**src/rtl/bram_uart_dump_ctrl_pkg.sv**
```systemverilog
// Shared definitions for the BRAM-to-UART dump sequencer.
//   - Top-level FSM state encoding
//   - Byte-handshake sub-FSM encoding
//   - Bytes-per-word helper and the WAIT_HI busy timeout
// Optional feature macro: DUMP_CHECKSUM_EN (adds the CHK / CHK_WAIT states).
package dump_ctrl_pkg;

    typedef logic [3:0] state_t;

    localparam state_t ST_IDLE     = 4'd0;
    localparam state_t ST_RD       = 4'd1;
    localparam state_t ST_LOAD     = 4'd2;
    localparam state_t ST_SEND     = 4'd3;
    localparam state_t ST_WAIT_TX  = 4'd4;
    localparam state_t ST_NEXT     = 4'd5;
    localparam state_t ST_FIN      = 4'd6;
`ifdef DUMP_CHECKSUM_EN
    localparam state_t ST_CHK      = 4'd7;
    localparam state_t ST_CHK_WAIT = 4'd8;
`endif

    typedef logic [1:0] hs_state_t;

    localparam hs_state_t HS_IDLE    = 2'd0;
    localparam hs_state_t HS_WAIT_HI = 2'd1;
    localparam hs_state_t HS_WAIT_LO = 2'd2;

    // Cycles allowed for tx_busy to rise after a request.
    localparam int WAIT_HI_TIMEOUT = 4;

    function automatic int bpw(input int data_w);
        return data_w / 8;
    endfunction

endpackage

```
**src/rtl/bram_uart_dump_ctrl_tx_byte_handshake.sv**
```systemverilog
// tx_byte_handshake: sends one byte through the UART TX req/busy handshake.
//   CLK_50M, rst_n : clock, async active-low reset
//   go             : request to send byte_in (only honoured when idle)
//   byte_in        : byte to send
//   tx_req, tx_din : UART TX request pulse and data (data held until busy falls)
//   tx_busy        : UART TX busy
//   byte_done      : 1-cycle pulse when busy has fallen after the frame
//   timeout        : 1-cycle pulse when busy never rose within WAIT_HI_TIMEOUT cycles
//
// state      | meaning
// HS_IDLE    | no frame in flight; go issues tx_req in the same cycle
// HS_WAIT_HI | request issued, waiting for tx_busy to rise
// HS_WAIT_LO | frame in flight, waiting for tx_busy to fall
module tx_byte_handshake
    import dump_ctrl_pkg::*;
(
    input  logic       CLK_50M,
    input  logic       rst_n,
    input  logic       go,
    input  logic [7:0] byte_in,
    output logic       tx_req,
    output logic [7:0] tx_din,
    input  logic       tx_busy,
    output logic       byte_done,
    output logic       timeout
);

    localparam logic [2:0] TO_LOAD = 3'(WAIT_HI_TIMEOUT);

    hs_state_t  hs_q, hs_d;
    logic [7:0] din_q;
    logic [2:0] to_cnt_q;

    always_ff @(posedge CLK_50M or negedge rst_n) begin
        if (!rst_n) hs_q <= HS_IDLE;
        else        hs_q <= hs_d;
    end

    always_ff @(posedge CLK_50M or negedge rst_n) begin
        if (!rst_n) begin
            din_q    <= 8'h00;
            to_cnt_q <= 3'd0;
        end else begin
            if (tx_req) begin
                din_q    <= byte_in;
                to_cnt_q <= TO_LOAD;
            end else if (hs_q == HS_WAIT_HI && to_cnt_q != 3'd0) begin
                to_cnt_q <= to_cnt_q - 3'd1;
            end
        end
    end

    always_comb begin
        hs_d = hs_q;
        case (hs_q)
            HS_IDLE:    if (go) hs_d = HS_WAIT_HI;
            HS_WAIT_HI: begin
                if (tx_busy)               hs_d = HS_WAIT_LO;
                else if (to_cnt_q == 3'd1) hs_d = HS_IDLE;
            end
            HS_WAIT_LO: if (!tx_busy) hs_d = HS_IDLE;
            default:    hs_d = HS_IDLE;
        endcase
    end

    // The request cycle drives byte_in directly so data and req line up;
    // afterwards the captured copy holds the pins stable.
    always_comb begin
        tx_req    = (hs_q == HS_IDLE) && go;
        tx_din    = tx_req ? byte_in : din_q;
        byte_done = (hs_q == HS_WAIT_LO) && !tx_busy;
        timeout   = (hs_q == HS_WAIT_HI) && !tx_busy && (to_cnt_q == 3'd1);
    end

endmodule

```
**src/rtl/bram_uart_dump_ctrl.sv**
```systemverilog
// bram_uart_dump_ctrl: reads len words from BRAM starting at base_addr and
// streams them MSB byte first through the UART TX req/busy handshake.
//   CLK_50M, rst_n      : clock, async active-low reset
//   start, base_addr,len: transfer request (sampled only when not active)
//   abort               : stop at the next byte boundary
//   bram_en, bram_addr, bram_dout : BRAM read port
//   tx_din, tx_req, tx_busy       : UART TX handshake
//   active, done, aborted         : status
// Optional feature macro: DUMP_CHECKSUM_EN appends a two's-complement checksum byte.
//
// state       | meaning
// ST_IDLE     | waiting for start
// ST_RD       | bram_en pulse, then wait out the BRAM read latency
// ST_LOAD     | capture the BRAM word
// ST_SEND     | issue the current byte to the handshake
// ST_WAIT_TX  | byte frame in flight
// ST_NEXT     | abort / next byte / next word / finish decision
// ST_CHK      | issue checksum byte (DUMP_CHECKSUM_EN only)
// ST_CHK_WAIT | checksum frame in flight (DUMP_CHECKSUM_EN only)
// ST_FIN      | end of transfer; done pulses the following cycle
module bram_uart_dump_ctrl
    import dump_ctrl_pkg::*;
#(
    parameter int ADDR_W   = 10,
    parameter int DATA_W   = 32,
    parameter int BRAM_LAT = 1
) (
    input  logic              CLK_50M,
    input  logic              rst_n,
    input  logic              start,
    input  logic [ADDR_W-1:0] base_addr,
    input  logic [ADDR_W:0]   len,
    input  logic              abort,
    output logic              bram_en,
    output logic [ADDR_W-1:0] bram_addr,
    input  logic [DATA_W-1:0] bram_dout,
    output logic [7:0]        tx_din,
    output logic              tx_req,
    input  logic              tx_busy,
    output logic              active,
    output logic              done,
    output logic              aborted
);

    localparam int         BPW      = bpw(DATA_W);
    localparam int         BI_W     = (BPW > 1) ? $clog2(BPW) : 1;
    localparam logic [1:0] LAT_LOAD = 2'(BRAM_LAT);

    state_t              state_q, state_d;
    logic                fin_abort;
    logic [ADDR_W-1:0]   addr_q;
    logic [ADDR_W:0]     len_q;
    logic [ADDR_W:0]     wcnt_q;
    logic [DATA_W-1:0]   word_q;
    logic [BI_W-1:0]     byte_idx_q;
    logic [1:0]          lat_cnt_q;
    logic                abort_flag_q;
    logic                done_q;
    logic                aborted_q;
    logic                go;
    logic [7:0]          byte_in;
    logic                byte_done;
    logic                timeout;
`ifdef DUMP_CHECKSUM_EN
    logic [7:0]          sum_q;
`endif

    always_ff @(posedge CLK_50M or negedge rst_n) begin
        if (!rst_n) state_q <= ST_IDLE;
        else        state_q <= state_d;
    end

    always_comb begin
        state_d   = state_q;
        fin_abort = 1'b0;
        case (state_q)
            ST_IDLE: begin
                // done_q high means we are still in the done cycle (active=1)
                if (start && !done_q) begin
                    if (abort) begin
                        state_d   = ST_FIN;
                        fin_abort = 1'b1;
                    end else if (len == '0) begin
                        state_d = ST_FIN;
                    end else begin
                        state_d = ST_RD;
                    end
                end
            end
            ST_RD: begin
                if (abort) begin
                    state_d   = ST_FIN;
                    fin_abort = 1'b1;
                end else if (lat_cnt_q == 2'd1) begin
                    state_d = ST_LOAD;
                end
            end
            ST_LOAD: begin
                if (abort) begin
                    state_d   = ST_FIN;
                    fin_abort = 1'b1;
                end else begin
                    state_d = ST_SEND;
                end
            end
            ST_SEND: state_d = ST_WAIT_TX;
            ST_WAIT_TX: begin
                if (timeout) begin
                    state_d   = ST_FIN;
                    fin_abort = 1'b1;
                end else if (byte_done) begin
                    state_d = ST_NEXT;
                end
            end
            ST_NEXT: begin
                if (abort) begin
                    state_d   = ST_FIN;
                    fin_abort = 1'b1;
                end else if (byte_idx_q != BI_W'(BPW - 1)) begin
                    state_d = ST_SEND;
                end else if (wcnt_q < len_q) begin
                    state_d = ST_RD;
                end else begin
`ifdef DUMP_CHECKSUM_EN
                    state_d = ST_CHK;
`else
                    state_d = ST_FIN;
`endif
                end
            end
`ifdef DUMP_CHECKSUM_EN
            ST_CHK: state_d = ST_CHK_WAIT;
            ST_CHK_WAIT: begin
                if (timeout) begin
                    state_d   = ST_FIN;
                    fin_abort = 1'b1;
                end else if (byte_done) begin
                    state_d = ST_FIN;
                end
            end
`endif
            ST_FIN:  state_d = ST_IDLE;
            default: state_d = ST_IDLE;
        endcase
    end

    always_ff @(posedge CLK_50M or negedge rst_n) begin
        if (!rst_n) begin
            addr_q       <= '0;
            len_q        <= '0;
            wcnt_q       <= '0;
            word_q       <= '0;
            byte_idx_q   <= '0;
            lat_cnt_q    <= 2'd0;
            abort_flag_q <= 1'b0;
            done_q       <= 1'b0;
            aborted_q    <= 1'b0;
`ifdef DUMP_CHECKSUM_EN
            sum_q        <= 8'h00;
`endif
        end else begin
            done_q    <= (state_q == ST_FIN);
            aborted_q <= (state_q == ST_FIN) && abort_flag_q;

            if (state_q == ST_IDLE && state_d != ST_IDLE) begin
                addr_q <= base_addr;
                len_q  <= len;
                wcnt_q <= '0;
`ifdef DUMP_CHECKSUM_EN
                sum_q  <= 8'h00;
`endif
            end

            if (state_d == ST_FIN && state_q != ST_FIN)
                abort_flag_q <= fin_abort;

            // Latency down-counter is loaded on entry to RD.
            if (state_d == ST_RD && state_q != ST_RD)
                lat_cnt_q <= LAT_LOAD;
            else if (state_q == ST_RD && lat_cnt_q != 2'd0)
                lat_cnt_q <= lat_cnt_q - 2'd1;

            if (state_q == ST_LOAD) begin
                word_q     <= bram_dout;
                byte_idx_q <= '0;
                wcnt_q     <= wcnt_q + 1'b1;
            end

            if (state_q == ST_NEXT && state_d == ST_SEND) begin
                byte_idx_q <= byte_idx_q + 1'b1;
                word_q     <= word_q << 8;
            end

            if (state_q == ST_NEXT && state_d == ST_RD)
                addr_q <= addr_q + ADDR_W'(1);

`ifdef DUMP_CHECKSUM_EN
            if (state_q == ST_SEND)
                sum_q <= sum_q + word_q[DATA_W-1 -: 8];
`endif
        end
    end

    always_comb begin
        bram_en   = (state_q == ST_RD) && (lat_cnt_q == LAT_LOAD);
        bram_addr = addr_q;
        active    = (state_q != ST_IDLE) || done_q;
        done      = done_q;
        aborted   = aborted_q;
        go        = (state_q == ST_SEND);
        byte_in   = word_q[DATA_W-1 -: 8];
`ifdef DUMP_CHECKSUM_EN
        if (state_q == ST_CHK) begin
            go      = 1'b1;
            byte_in = ~sum_q + 8'd1;
        end
`endif
    end

    tx_byte_handshake u_tx_hs (
        .CLK_50M   (CLK_50M),
        .rst_n     (rst_n),
        .go        (go),
        .byte_in   (byte_in),
        .tx_req    (tx_req),
        .tx_din    (tx_din),
        .tx_busy   (tx_busy),
        .byte_done (byte_done),
        .timeout   (timeout)
    );

endmodule
```
**config.mk**
```make
export PLATFORM = sky130hd
export DESIGN_NAME = bram_uart_dump_ctrl
export DESIGN_NICKNAME = d
export VERILOG_FILES = /design/src/rtl/bram_uart_dump_ctrl_pkg.sv /design/src/rtl/bram_uart_dump_ctrl_tx_byte_handshake.sv /design/src/rtl/bram_uart_dump_ctrl.sv
export SDC_FILE = /design/constraint.sdc
export NUM_CORES = 1
export LEC_CHECK = 0
export ABC_AREA = 1
export CAP_MARGIN = 40
export CORE_MARGIN = 4
export CORE_UTILIZATION = 45
export CTS_BUF_LIST = sky130_fd_sc_hd__clkbuf_4 sky130_fd_sc_hd__clkbuf_8
export CTS_CLUSTER_DIAMETER = 200
export CTS_CLUSTER_SIZE = 30
export DETAILED_ROUTE_END_ITERATION = 8
export PLACE_DENSITY = 0.8
export SLEW_MARGIN = 40
export SYNTH_ARGS = -nofsm -noshare
export SYNTH_HDL_FRONTEND = slang
export SYNTH_SLANG_ARGS = --single-unit
```
**constraint.sdc**
```tcl
create_clock -name CLK_50M -period 3.98 [get_ports CLK_50M]
set_input_delay 0.995 -clock CLK_50M [delete_from_list [all_inputs] [get_ports CLK_50M]]
set_output_delay 0.995 -clock CLK_50M [all_outputs]
set_load 0.005 [all_outputs]
```
==> qor.txt <==
Placed Cells: 792
CTS tree: built
n_diodes: 0
Seq. cell area: 2202 µm²
design area: 5794 µm²
hold buffers post-CTS: 0
Worst-Margin Slew: 0.6941 ns
most frequent cells in the layout: nand2_1 (179), dfrtp_1 (88), clkdlybuf4s50_1 (79)
Startpoint Class: register
Peak VDD IR: 0.2391 mV
Hold Path Class: reg -> reg
placer congestion estimate: 0.9089
slowest CP cell: clkdlybuf4s50_1
M2 GR Usage: 0.2942
CP Cell Sequence: nor2_4 -> inv_2 -> nor2_1 -> inv_1 -> nor4_2 -> buf_4 -> inv_2 -> nand2_1 -> nand2_1 -> clkdlybuf4s50_1
Static Leak: 2.830 nW
initial antenna violation count: 0
routing usage on met1: 0.2258
sequential-to-total area share from yosys stat: 0.4675
dpl cell area: 5593 µm²
clk_skew: 0.007442 ns
Tcrit/Tclk final: 0.8229
vias in the first global route: 3,829
grt total ovfl: 0
Worst Path Max Fanout: 12
unrepaired setup endpoints after global routing: no
Post CTS Setup Buffer Count: 0
highest clock rate: 305.3 MHz
Synth warnings: 0
First-pass DRT Iterations: 5
Fillers: 947
Avg Inst Size Synth: 7.971 µm²
global-route wire length before repair: 16,990 µm
WL/cell: 12.65 µm
FP Rows: 37
Worst-path clk slew: 0.09 ns
number of synthesized flops with an enable pin: 0
I/O pin cnt: 81
Vias: 4,033
CP delay by family, top: buffers and inverters
critical path's largest stage delay: 0.46 ns
core area: 10,280 µm²
clk sinks: 88
Synth-to-Final Area Change: 23.00%
post-DP HPWL: 7300 µm
H-tree levels: 3
library cells used by synthesis: 40
Final Hold Fails: 0
fin cells: 808
post-cts resize count: 0
Final Net Count: 743
post-synthesis async set-or-reset flop share: 1.000
Netlist Area Pre-Place: 4711 µm²
max-cap check violation count: 0
root buf cell: clkbuf_8
CP arrival: 2.28 ns
setup tns final: 0 ns
Syn Inst Count: 591
Avg Vias per Cell: 4.991
Most used DFF post-synth: dfrtp_1
Worst-Skew Late Latency: 0.36 ns
Global Route Usage Sum: 0.1773
WS Path Type: reg -> out
layout cells sized above 1: 0.07738
CTS buffer count: 9
syn nets: 667
met3 GRT Util: 0.04485
Synth area leader: dfrtp_1
Crit. End Element: output port
Max-slew headroom: 0.5373
die width: 110.3 µm
Critical Path RT: 2.98 ns
area of the multi-input gates: 2118 µm²
status: finished clean
DIE AREA: 12,170 µm²
clock tree buffer depth: 2
total wire length: 10,220 µm
initial core utilization: 0.4584
largest net degree at the start of global routing: 89
initial DRC count: 268
IO Port Bufs: 80
synth top area cells: dfrtp_1 (47%), nand2_1 (14%), nand3_1 (8.1%)
final worst slack: 0.7050 ns
power per standard cell area: 562.3 nW/µm²
most common cell after layout, fill and taps aside: nand2_1
GR peak layer: met2
Synth top area share: 0.4675
min Tclk post-route: 3.275 ns
Residual DRC: 0
Die Ht: 110.3 µm
crit path buf inv count: 5
pre-CTS setup slack: 1.012 ns
# setup viols final: 0
antenna-violating nets left: 0
Slew Viols, Final: 0
register bit count reported by yosys: 88
## registers in the layout (all words and copies together), names as in the netlist
register and cells:
aborted 1, state_q 4, len_q 11, lat_cnt_q 2, u_tx_hs.din_q 8, bram_addr 10, abort_flag_q 1, byte_idx_q 2
done 1, u_tx_hs.hs_q 2, word_q 32, wcnt_q 11, u_tx_hs.to_cnt_q 3
## worst paths after layout
path	from	to	slack, ns	cells after the start
worst max-delay path	state_q[3]	tx_din[5]	0.70	10
worst min-delay path	u_tx_hs.din_q[3]	u_tx_hs.din_q[3]	0.49	2
worst max register to register	state_q[0]	bram_addr[1]	1.35	14
worst min register to register	u_tx_hs.din_q[3]	u_tx_hs.din_q[3]	0.49	2
max in group asynchronous	rst_n	word_q[20]	2.83	1
min in group asynchronous	rst_n	bram_addr[1]	0.68	1
## layer usage
layer / up-vias / routed length, µm
met5: - / 0
met4: 0 / 129
met3: 13 / 511
met2: 89 / 5132
met1: 1894 / 4446
li1: 2037 / -
## per-stage QoR
stage          utilization  total power, mW  hold WS, ns
4_1_cts             0.5636            3.286       0.4898
6_report            0.5638            3.258       0.4863
3_5_place_dp        0.5442            2.651       0.4671
2_1_floorplan            -            2.175       0.4422
5_1_grt             0.5638            3.541       0.5022
3_3_place_gp        0.5438            2.585       0.4611
## kinds of logic after synthesis
kind of cell,after synthesis,synth area share
fa+ha+maj,18,0.04781
compound gates,50,0.05923
buf+inv,90,0.08420
simple gates,334,0.3219
other cells,1,0.0007960
xor+xnor,10,0.01859
flops,88,0.4675
## report_power, final
part	total, mW	switching [mW]	internal (mW)
registers	1.44	0.212	1.23
logic	1.19	0.646	0.545
clock network	0.628	0.329	0.299
## worst register-to-register path: cells and delay by family (launching register included)
family,cells,cell delay (ns)
buf+inv,4,0.95
simple gates,9,0.91
flops,1,0.38
compound gates,1,0.28
## cell type report
type,instances,area share
Clock buffer,10,0.02267
Clock inverter,6,0.01166
Inverter,72,0.04794
Multi-Input combinational cell,413,0.3656
Sequential cell,88,0.3800
Tap cell,136,0.02937
Timing Repair Buffer,83,0.1427
## cells in the mapped netlist, types with 3 or more instances
cell	n
nand3_1	76
nor2_1	41
buf_6	3
inv_1	61
ha_1	18
nor2_4	3
nand4_1	6
o21ai_0	27
buf_1	3
nand2_4	3
xnor2_1	4
dfrtp_1	88
inv_2	8
nand2_1	179
or2_2	3
a21oi_1	11
nor3_1	6
clkbuf_1	7
xor2_1	6
nand3_2	8
Power figures use the tool's default switching activity.
